**src/rtl/word_unpacker.sv**
```systemverilog
// word_unpacker: accepts a packed WIDTH-bit word over a valid/ready handshake
// and replays it as FIELD-bit slices, most-significant slice first, one slice
// per accepted output beat.
//
// Optional build macro: UNPACK_BACK2BACK_EN
//   undefined : one IDLE bubble between words (NF+1 cycles per word)
//   defined   : the next word may load on the last-slice handshake, so that
//               out_valid stays high across words (NF cycles per word)
module word_unpacker #(
   parameter int WIDTH = 8,
   parameter int FIELD = 2
) (
   input  logic             clk,
   input  logic             reset,
   input  logic             in_valid,
   output logic             in_ready,
   input  logic [WIDTH-1:0] in_data,
   output logic             out_valid,
   input  logic             out_ready,
   output logic [FIELD-1:0] out_field,
   output logic             out_last
);

   localparam int NF = WIDTH / FIELD;
   localparam int CW = (NF > 1) ? $clog2(NF) : 1;
   localparam logic [CW-1:0] LAST_IDX = CW'(NF - 1);

   typedef enum logic {
      IDLE = 1'b0,
      EMIT = 1'b1
   } state_t;

   state_t           state_q, state_d;
   logic [WIDTH-1:0] shreg_q, shreg_d;
   logic [CW-1:0]    cnt_q,   cnt_d;

   logic is_last_s;
   logic accept_s;
   logic out_hs_s;

   // Handshake decode; in_ready/out_valid/out_last come from registered state only.
   always_comb begin
      is_last_s = 1'b0;
      in_ready  = 1'b0;
      out_valid = 1'b0;
      case (state_q)
         IDLE: begin
            in_ready  = 1'b1;
            out_valid = 1'b0;
            is_last_s = 1'b0;
         end
         EMIT: begin
            out_valid = 1'b1;
            is_last_s = (cnt_q == LAST_IDX);
`ifdef UNPACK_BACK2BACK_EN
            in_ready  = out_ready & is_last_s;
`else
            in_ready  = 1'b0;
`endif
         end
         default: begin
            in_ready  = 1'b0;
            out_valid = 1'b0;
            is_last_s = 1'b0;
         end
      endcase
      accept_s  = in_valid & in_ready;
      out_hs_s  = out_valid & out_ready;
      out_last  = is_last_s;
      out_field = shreg_q[WIDTH-1 -: FIELD];
   end

   // Next-state: load on accept, shift on non-final handshake, retire on final.
   always_comb begin
      state_d = state_q;
      shreg_d = shreg_q;
      cnt_d   = cnt_q;
      case (state_q)
         IDLE: begin
            if (accept_s) begin
               shreg_d = in_data;
               cnt_d   = {CW{1'b0}};
               state_d = EMIT;
            end else begin
               state_d = IDLE;
            end
         end
         EMIT: begin
            if (out_hs_s) begin
               if (is_last_s) begin
                  if (accept_s) begin
                     // Only reachable with back-to-back loading enabled.
                     shreg_d = in_data;
                     cnt_d   = {CW{1'b0}};
                     state_d = EMIT;
                  end else begin
                     state_d = IDLE;
                  end
               end else begin
                  shreg_d = {shreg_q[WIDTH-FIELD-1:0], {FIELD{1'b0}}};
                  cnt_d   = cnt_q + CW'(1);
                  state_d = EMIT;
               end
            end else begin
               state_d = EMIT;
            end
         end
         default: begin
            state_d = IDLE;
            shreg_d = {WIDTH{1'b0}};
            cnt_d   = {CW{1'b0}};
         end
      endcase
   end

   // State, shift register and slice counter; asynchronous reset discards any word.
   always_ff @(posedge clk or posedge reset) begin
      if (reset) begin
         state_q <= IDLE;
         shreg_q <= {WIDTH{1'b0}};
         cnt_q   <= {CW{1'b0}};
      end else begin
         state_q <= state_d;
         shreg_q <= shreg_d;
         cnt_q   <= cnt_d;
      end
   end

endmodule

```
**config.mk**
```make
export PLATFORM = sky130hd
export DESIGN_NAME = word_unpacker
export DESIGN_NICKNAME = d
export VERILOG_FILES = /design/src/rtl/word_unpacker.sv
export SDC_FILE = /design/constraint.sdc
export NUM_CORES = 1
export LEC_CHECK = 0
export BUFFER_PORTS_ARGS = -buffer_cell sky130_fd_sc_hd__buf_4
export CAP_MARGIN = 20
export CORE_AREA = 5 5 42 44
export CTS_CLUSTER_DIAMETER = 80
export DETAILED_ROUTE_END_ITERATION = 16
export DIE_AREA = 0 0 47 49
export PLACE_DENSITY_LB_ADDON = 0.1
export SKIP_CTS_REPAIR_TIMING = 1
export SLEW_MARGIN = 20
export SYNTH_ARGS = -nofsm -noshare
export SYNTH_HDL_FRONTEND = slang
export SYNTH_SLANG_ARGS = --single-unit
```
**constraint.sdc**
```tcl
create_clock -name clk -period 1.1 [get_ports clk]
set_input_delay 0.11 -clock clk [delete_from_list [all_inputs] [get_ports clk]]
set_output_delay 0.11 -clock clk [all_outputs]
set_load 0.1 [all_outputs]
```
==> flow_summary.toml, run 1 <==
[status]
outcome = "finished, violations left"
violations = "negative setup slack"

[sta]
max_freq_mhz = 771
worst_slew_pin_slew_ps = 415
setup-violations-final = 13
slew_viol_final = 0
layout_min_cycle_time_ps = 1300
finClkSkew_ps = 2.24
finalWorstSetupSlack_ps = -197
rsz0062_at_grt = "true"
post-route-period-util = 1.18
slew_headroom = 0.723
hold_viol = 0

[hold_path]
min_from = "out_ready"
hold_end = "state_q"
whs_path_depth = 2
hp-class = "input pin to flop"

[floorplanning]
fp.dieW_um = 47
fp.dieArea_sq_um = 2300
initial_core_util = 0.378
num_io_pins = 17
die_h_um = 49
rows = 14
core_area_sq_um = 1400

[power]
p_int_uw = 1210
p_switching_uw = 1130
switching_share = 0.482
pwr_density_cell_nw_per_um2 = 3190
leakage_uw = 0.000340
power_frac_comb = 0.592
pwr-share-clk = 0.116
ir_worst_vdd_mv = 1.72
seq_power_share = 0.292

[drt]
wire_per_inst_um = 11.1
viasPerCell = 4.89
antenna_left = 0
via_count = 435
dr.pass1.iters = 4
drtIter0Drc = 6
routed_wl_um = 985
drc = 0

[critical_path]
r2r_cells = 3
r2r-start = "state_q"
start_kind = "flop"
crit_fanout = 6
critical_path_class = "flop to output pin"
rr_endpoint = "shreg_q[2]"
cp.arrival_ps = 1190
cp.required_ps = 990
worstSetupEndpointType = "output pin"
r2r_setup_slack_ps = -110

[clock_network]
cts.reportedPaths.clkPinSlew_ps = 70
clock_path_buffers = 2
cts.sinks = 11
htreeDepth = 1
cts_buffers = 3
root_buffer = "clkbuf_4"
cts_tree = "built"
clk_latency_ps = 270

[placed_design]
portBuffers = 16
place_area_sq_um = 666
dp_hpwl_um = 735
place_inst = 84
gp_congestion = 0.689

[finish]
stdcell_count = 89
fillCellCount = 148
fin_nets = 87
areaGrowthSynthToFinish_pct = 38.5
seq_area_sq_um = 279
antenna-diode-count = 0
finalInstanceArea_sq_um = 733
drive_above_1_share = 0.411
multiInputGateArea_sq_um = 211

[synth]
synth_adder_area_share = 0.0236
synth_compound_area_frac = 0.170
synth_cell_types = 16
yosys.area_share.simple = 0.191
synth_cells = 54
avgSynthCellArea_sq_um = 9.80
syn_nets = 67
ys_warn_count = 0
synth-seq-area-share = 0.520
synth_top_family_by_area = "simple AND/OR/NAND/NOR gates"
synth-xor-area-share = 0
ys_seq_elements = 11
syn-cell-area_sq_um = 529
synth_mux_area_frac = 0

[global_route]
grt-ovfl-total = 0
grt_max_degree = 19
antenna_found_initial = 0
grt_usage = 0.101
grt_pass1_wl_mm = 1.68
grt_pass1_vias = 402

[job]
maxCapViolations = 0
## power by group through the flow
stage / Clock [uW] / Sequential [uW] / Combinational (uW)
after detailed placement: 0 / 689 / 1300
after CTS: 284 / 681 / 1300
final: 271 / 683 / 1390
after global routing: 297 / 712 / 1490
after global placement: 0 / 682 / 1300
after floorplan: 0 / 795 / 1000
## layout make-up
class | instances | area share
sequential | 11 | 0.381
tap | 16 | 0.0273
inverter | 3 | 0.0205
timing repair buffer | 20 | 0.247
clock buffer | 4 | 0.0358
multi-input combinational | 35 | 0.288
## cells by family (layout without fill, tap and decap cells)
group | Yosys count | count (layout)
fa+ha+maj | 1 | 1
compound gates | 15 | 15
buf+inv | 8 | 27
flops | 11 | 11
simple gates | 19 | 19
## worst max-delay path: stages (launching register included)
cell and delay [ps]:
dfrtp_4 470, buf_6 140, and2_4 150, buf_12 160
## layer usage
layer / up-vias / GRT usage / part of all wire
li1: 219 / - / -
met1: 194 / 0.129 / 0.41
met2: 17 / 0.136 / 0.45
met3: 5 / 0.0258 / 0.099
met4: 0 / 0.0829 / 0.039
met5: - / 0 / 0
## cell usage after synthesis (all sizes together)
library cell  count  area (sq um)
buf               4          33.8
o21ai             2          17.5
nand2b            1          6.26
inv               3          11.3
clkbuf            1          5.00
ha                1          12.5
o22ai             6          37.5
dfrtp            11           275
nand2             4          15.0
nor2b             1          6.26
and2              1          7.51
a21oi             7          35.0
nor2              7          26.3
nand3b            1          20.0
nand3             4          20.0
## stage by stage
step / setup slack (ps) / TNS [ps] / hold WS, ps / power [uW] / util
3_3_place_gp: -91.1 / -777 / 146 / 1980 / 0.475
2_1_floorplan: -172 / -1880 / -37.5 / 1800 / -
5_1_grt: -226 / -2210 / 32.5 / 2500 / 0.523
4_1_cts: -287 / -1700 / -158 / 2270 / 0.494
6_report: -197 / -1260 / 23.6 / 2340 / 0.523
3_5_place_dp: -112 / -969 / 136 / 1990 / 0.475
## cell usage in the layout, fill, tap and decap left out, types with 2 or more instances in the layout
master    Yosys  routed
a21oi_1       7       6
buf_12        0       2
buf_4         3      16
clkbuf_4      0       3
dfrtp_1      11      10
inv_1         3       2
nand2_1       4       4
nand3_1       4       4
nor2_1        7       7
o21ai_2       2       2
o22ai_1       6       6
## worst max path at each step
stage	startpoint	endpoint	slack, ps	depth (start not counted)
after floorplan	state_q	in_ready	-170	1
after global placement	cnt_q[0]	shreg_q[4]	-90	4
after detailed placement	cnt_q[0]	shreg_q[7]	-110	4
after CTS	state_q	out_last	-290	3
after global routing	state_q	out_last	-230	3
final	state_q	out_last	-200	3
## state kept, by name, summed over array words and instances (netlist names)
signal,count
state_q,1
shreg_q,8
cnt_q,2
(Power assumes the default switching activity.)
==> run 2: changes to the inputs <==
--- a/config.mk
+++ b/config.mk
@@ -11,7 +11,7 @@
 export CTS_CLUSTER_DIAMETER = 80
 export DETAILED_ROUTE_END_ITERATION = 16
 export DIE_AREA = 0 0 47 49
-export PLACE_DENSITY_LB_ADDON = 0.1
+export PLACE_DENSITY_LB_ADDON = 0.12
 export SKIP_CTS_REPAIR_TIMING = 1
 export SLEW_MARGIN = 20
 export SYNTH_ARGS = -nofsm -noshare
==> constraint.sdc (replaced) <==
create_clock -name clk -period 1.1 [get_ports clk]
set_input_delay 0.055 -clock clk [delete_from_list [all_inputs] [get_ports clk]]
set_output_delay 0.055 -clock clk [all_outputs]
set_load 0.1 [all_outputs]
==> flow_summary.toml, run 2 (synthesis gave the netlist of run 1 again) <==
[critical_path]
critical_path_class = "flop to output pin"
worstSetupEndpointType = "output pin"
max_stage_delay_ps = 390
cp.required_ps = 1040
crit_slowest_cell = "dfrtp_1"
crit_buf_inv = 1
crit_chain = "ha_2, and2_4, buf_12"
cpLargestDelayFamily = "flip-flops"
crit_fanout = 3
start_kind = "flop"
cp.arrival_ps = 1170

[floorplanning]
num_io_pins = 17
initial_core_util = 0.378
core_area_sq_um = 1400
die_h_um = 49
rows = 14
fp.dieArea_sq_um = 2300
fp.dieW_um = 47

[sta]
hold_viol = 1
finalWorstSetupSlack_ps = -128
hold_ws_ps = -22.0
max_freq_mhz = 814
layout_min_cycle_time_ps = 1230
worst_slew_pin_slew_ps = 432
slew_headroom = 0.711
setup-violations-final = 12
finClkSkew_ps = 2.92
rsz0062_at_grt = "true"
post-route-period-util = 1.12
slew_viol_final = 0

[finish]
layout_commonest_cell = "buf_4"
top_register = "shreg_q"
areaGrowthSynthToFinish_pct = 66.2
finalInstanceArea_sq_um = 880
fillCellCount = 115
largest_reg_flops = 8
layout_common_cells = "buf_4, dfrtp_1, nor2_1"
fin_nets = 96
drive_above_1_share = 0.549
largestRegisters = "shreg_q: 8 flops, cnt_q: 2 flops, state_q: 1 flops"
antenna-diode-count = 0
stdcell_count = 98

[power]
leakage_uw = 0.000417
pwr_density_cell_nw_per_um2 = 3070
seq_power_share = 0.262
pwr-share-clk = 0.103
ir_worst_vdd_mv = 1.21
power_frac_comb = 0.634
p_int_uw = 1440
p_switching_uw = 1260
switching_share = 0.468

[global_route]
grt-ovfl-total = 0
grt_pass1_wl_mm = 1.81
antenna_found_initial = 0
grt_pass1_vias = 439
grt_usage = 0.107
grt_max_degree = 19

[drt]
viasPerCell = 5.06
routed_wl_mm = 1.30
drtIter0Drc = 5
antenna_left = 0
wire_per_inst_um = 13.2
via_count = 496
dr.pass1.iters = 2
drc = 0

[clock_network]
root_buffer = "clkbuf_4"
clk_latency_ps = 270
cts.reportedPaths.clkPinSlew_ps = 70
htreeDepth = 1
cts_buffers = 3
cts_tree = "built"
clock_path_buffers = 2
cts.sinks = 11

[status]
violations = "negative hold slack, negative setup slack"
outcome = "finished, violations left"

[placed_design]
place_inst = 85
portBuffers = 16
dp_slack_ps = -151
gp_congestion = 0.711
place_area_sq_um = 696

[hold_path]
hp-class = "input pin to flop"

[job]
maxCapViolations = 0
[run 2: per-layer routing]
metal,global-route usage,vias to the layer above,share of wire
li1,-,246,-
met5,0,-,0
met2,0.154,13,0.52
met1,0.141,233,0.40
met3,0.0332,4,0.057
met4,0.0553,0,0.022
[run 2: area by class of cell]
| type | count | area [sq um] | share of cell area |
|---|---|---|---|
| clock buffers | 4 | 26.3 | 0.0299 |
| inverters | 3 | 15.0 | 0.0171 |
| multi-input cells | 37 | 290 | 0.330 |
| flip-flops and latches | 11 | 279 | 0.317 |
| well taps | 16 | 20.0 | 0.0228 |
| repair buffers | 27 | 249 | 0.283 |
[run 2: through the flow]
stage                util  TNS, ps  total power, uW
floorplan               -    -1600             1840
global placement    0.496     -892             2040
detailed placement  0.496    -1180             2060
CTS                 0.515    -1860             2340
global route        0.628    -1340             2870
finish              0.628     -551             2700
[run 2: final timing paths]
check / startpoint / to / slack (ps) / cells past startpoint
max in group asynchronous: reset / state_q / 430 / 3
min in group asynchronous: reset / shreg_q[7] / 340 / 3
worst max-delay path: cnt_q[1] / out_last / -130 / 3
worst max register to register: cnt_q[1] / cnt_q[1] / -70 / 5
worst min-delay path: in_data[1] / shreg_q[1] / -20 / 3
worst min register to register: shreg_q[0] / shreg_q[0] / 510 / 2
[run 2: tightest hold or removal path: cells and delay by family]
kind                   cells  cell delay [ps]
and+or+nand+nor            2               90
buffers and inverters      1               70
[run 2: power by group through the flow]
stage | clock, uW | sequential (uW) | combinational (uW)
after floorplan | 0 | 804 | 1030
after global placement | 0 | 703 | 1340
after detailed placement | 0 | 709 | 1360
after CTS | 284 | 700 | 1360
after global routing | 312 | 736 | 1820
final | 279 | 708 | 1710
==> run 3: changes to the inputs <==
--- a/config.mk
+++ b/config.mk
@@ -12,6 +12,7 @@
 export DETAILED_ROUTE_END_ITERATION = 16
 export DIE_AREA = 0 0 47 49
 export PLACE_DENSITY_LB_ADDON = 0.12
+export RECOVER_POWER = 100
 export SKIP_CTS_REPAIR_TIMING = 1
 export SLEW_MARGIN = 20
 export SYNTH_ARGS = -nofsm -noshare
==> constraint.sdc (replaced) <==
create_clock -name clk -period 1.27 [get_ports clk]
set_input_delay 0.0635 -clock clk [delete_from_list [all_inputs] [get_ports clk]]
set_output_delay 0.0635 -clock clk [all_outputs]
set_load 0.1 [all_outputs]
==> flow_summary.toml, run 3 (synthesis gave the netlist of run 1 again) <==
[critical_path]
crit_fanout = 7
start_kind = "flop"
worstSetupEndpointType = "output pin"
critical_path_class = "flop to output pin"
r2r_cells = 3
cp.arrival_ps = 1230
cp.required_ps = 1210

[clock_network]
cts_tree = "built"
clock_path_buffers = 2
cts_buffers = 3
clk_latency_ps = 270
cts.sinks = 11
root_buffer = "clkbuf_4"
htreeDepth = 1
cts.reportedPaths.clkPinSlew_ps = 70

[finish]
areaGrowthSynthToFinish_pct = 42.6
antenna-diode-count = 0
fin_nets = 90
stdcell_count = 92
largest_reg_flops = 8
top_register = "shreg_q"
layout_commonest_cell = "buf_4"
largestRegisters = "shreg_q: 8 flops, cnt_q: 2 flops, state_q: 1 flops"
drive_above_1_share = 0.395
layout_common_cells = "buf_4, dfrtp_1, nor2_1, a21oi_1, o22ai_1"

[drt]
drc = 0
antenna_left = 0
viasPerCell = 5.03
dr.pass1.iters = 3
drtIter0Drc = 5
wire_per_inst_um = 11.7
via_count = 463
routed_wl_mm = 1.08

[global_route]
grt_pass1_wl_mm = 1.79
grt_busiest_layer = "met2"
grt_max_degree = 19
grt_usage = 0.110
antenna_found_initial = 0
grt_util_met1 = 0.140
grt_use_met2 = 0.147
gr-usage-met3 = 0.0258
grt-ovfl-total = 0
grt_pass1_vias = 430

[floorplanning]
core_area_sq_um = 1400
rows = 14
die_h_um = 49
initial_core_util = 0.378
fp.dieArea_sq_um = 2300
num_io_pins = 17
fp.dieW_um = 47

[sta]
finalWorstSetupSlack_ps = -20.0
rsz0062_at_grt = "true"
setup-violations-final = 1
worst_slew_pin_slew_ps = 541
hold_viol = 1
finClkSkew_ps = 1.92
setup_tns_ps = -20.0
slew_headroom = 0.641
layout_min_cycle_time_ps = 1290
post-route-period-util = 1.02
max_freq_mhz = 775
slew_viol_final = 0
hold_ws_ps = -20.5

[placed_design]
place_inst = 84
portBuffers = 16
gp_congestion = 0.693
dp_slack_ps = 58.7

[power]
p_int_uw = 1050
pwr_density_cell_nw_per_um2 = 2720
ir_worst_vdd_mv = 1.16
pwr-share-clk = 0.121
leakage_uw = 0.000358
seq_power_share = 0.287
p_switching_uw = 1010
power_frac_comb = 0.592
switching_share = 0.490

[hold_path]
hp-class = "input pin to flop"
whs_path_depth = 3

[job]
maxCapViolations = 0

[status]
outcome = "finished, violations left"
violations = "negative hold slack, negative setup slack"
## run 3: changes by cell type in the layout (fill, tap and decap cells not counted), sizes merged
cell,delta
buf,-8
clkbuf,+3
nand3b,-1
## run 3: path summary, 6_finish.rpt
| check | startpoint | slack (ps) | endpoint |
|---|---|---|---|
| max | state_q | -20 | out_last |
| max reg2reg | state_q | 80 | shreg_q[3] |
| min reg2reg | shreg_q[1] | 490 | shreg_q[1] |
| min | in_data[0] | -20 | shreg_q[0] |
| max in group asynchronous | reset | 620 | state_q |
| min in group asynchronous | reset | 330 | shreg_q[4] |
## run 3: power by group through the flow
| stage | sequential (uW) | combinational [uW] | clock (uW) |
|---|---|---|---|
| global placement | 590 | 1120 | 0 |
| CTS | 588 | 1120 | 252 |
| detailed placement | 596 | 1120 | 0 |
| global route | 613 | 1310 | 268 |
| floorplan | 689 | 853 | 0 |
| finish | 589 | 1220 | 248 |
## run 3: routing by layer
metal / wire length [um] / vias to the layer above
met5: 0 / -
met4: 42 / 0
met3: 86 / 5
met2: 455 / 14
met1: 491 / 216
li1: - / 228
## run 3: cell type report
cell class | count | area [sq um]
well taps | 16 | 20.0
multi-input cells | 36 | 225
flip-flops and latches | 11 | 279
inverters | 3 | 15.0
clock buffers | 4 | 26.3
repair buffers | 22 | 189
fillers | 137 | 647
## run 3: per-stage QoR
stage	cell area (sq um)	utilization	hold WS (ps)	total power (uW)
floorplan	538	-	-84.0	1540
global placement	662	0.472	96.1	1710
detailed placement	662	0.472	85.5	1720
CTS	688	0.491	-211	1970
global route	754	0.538	7.34	2190
finish	754	0.538	-20.5	2050
## run 3: critical path: stages (launching register included)
cell	delay (ps)
dfrtp_4	470
buf_6	150
and2_4	170
buf_12	160
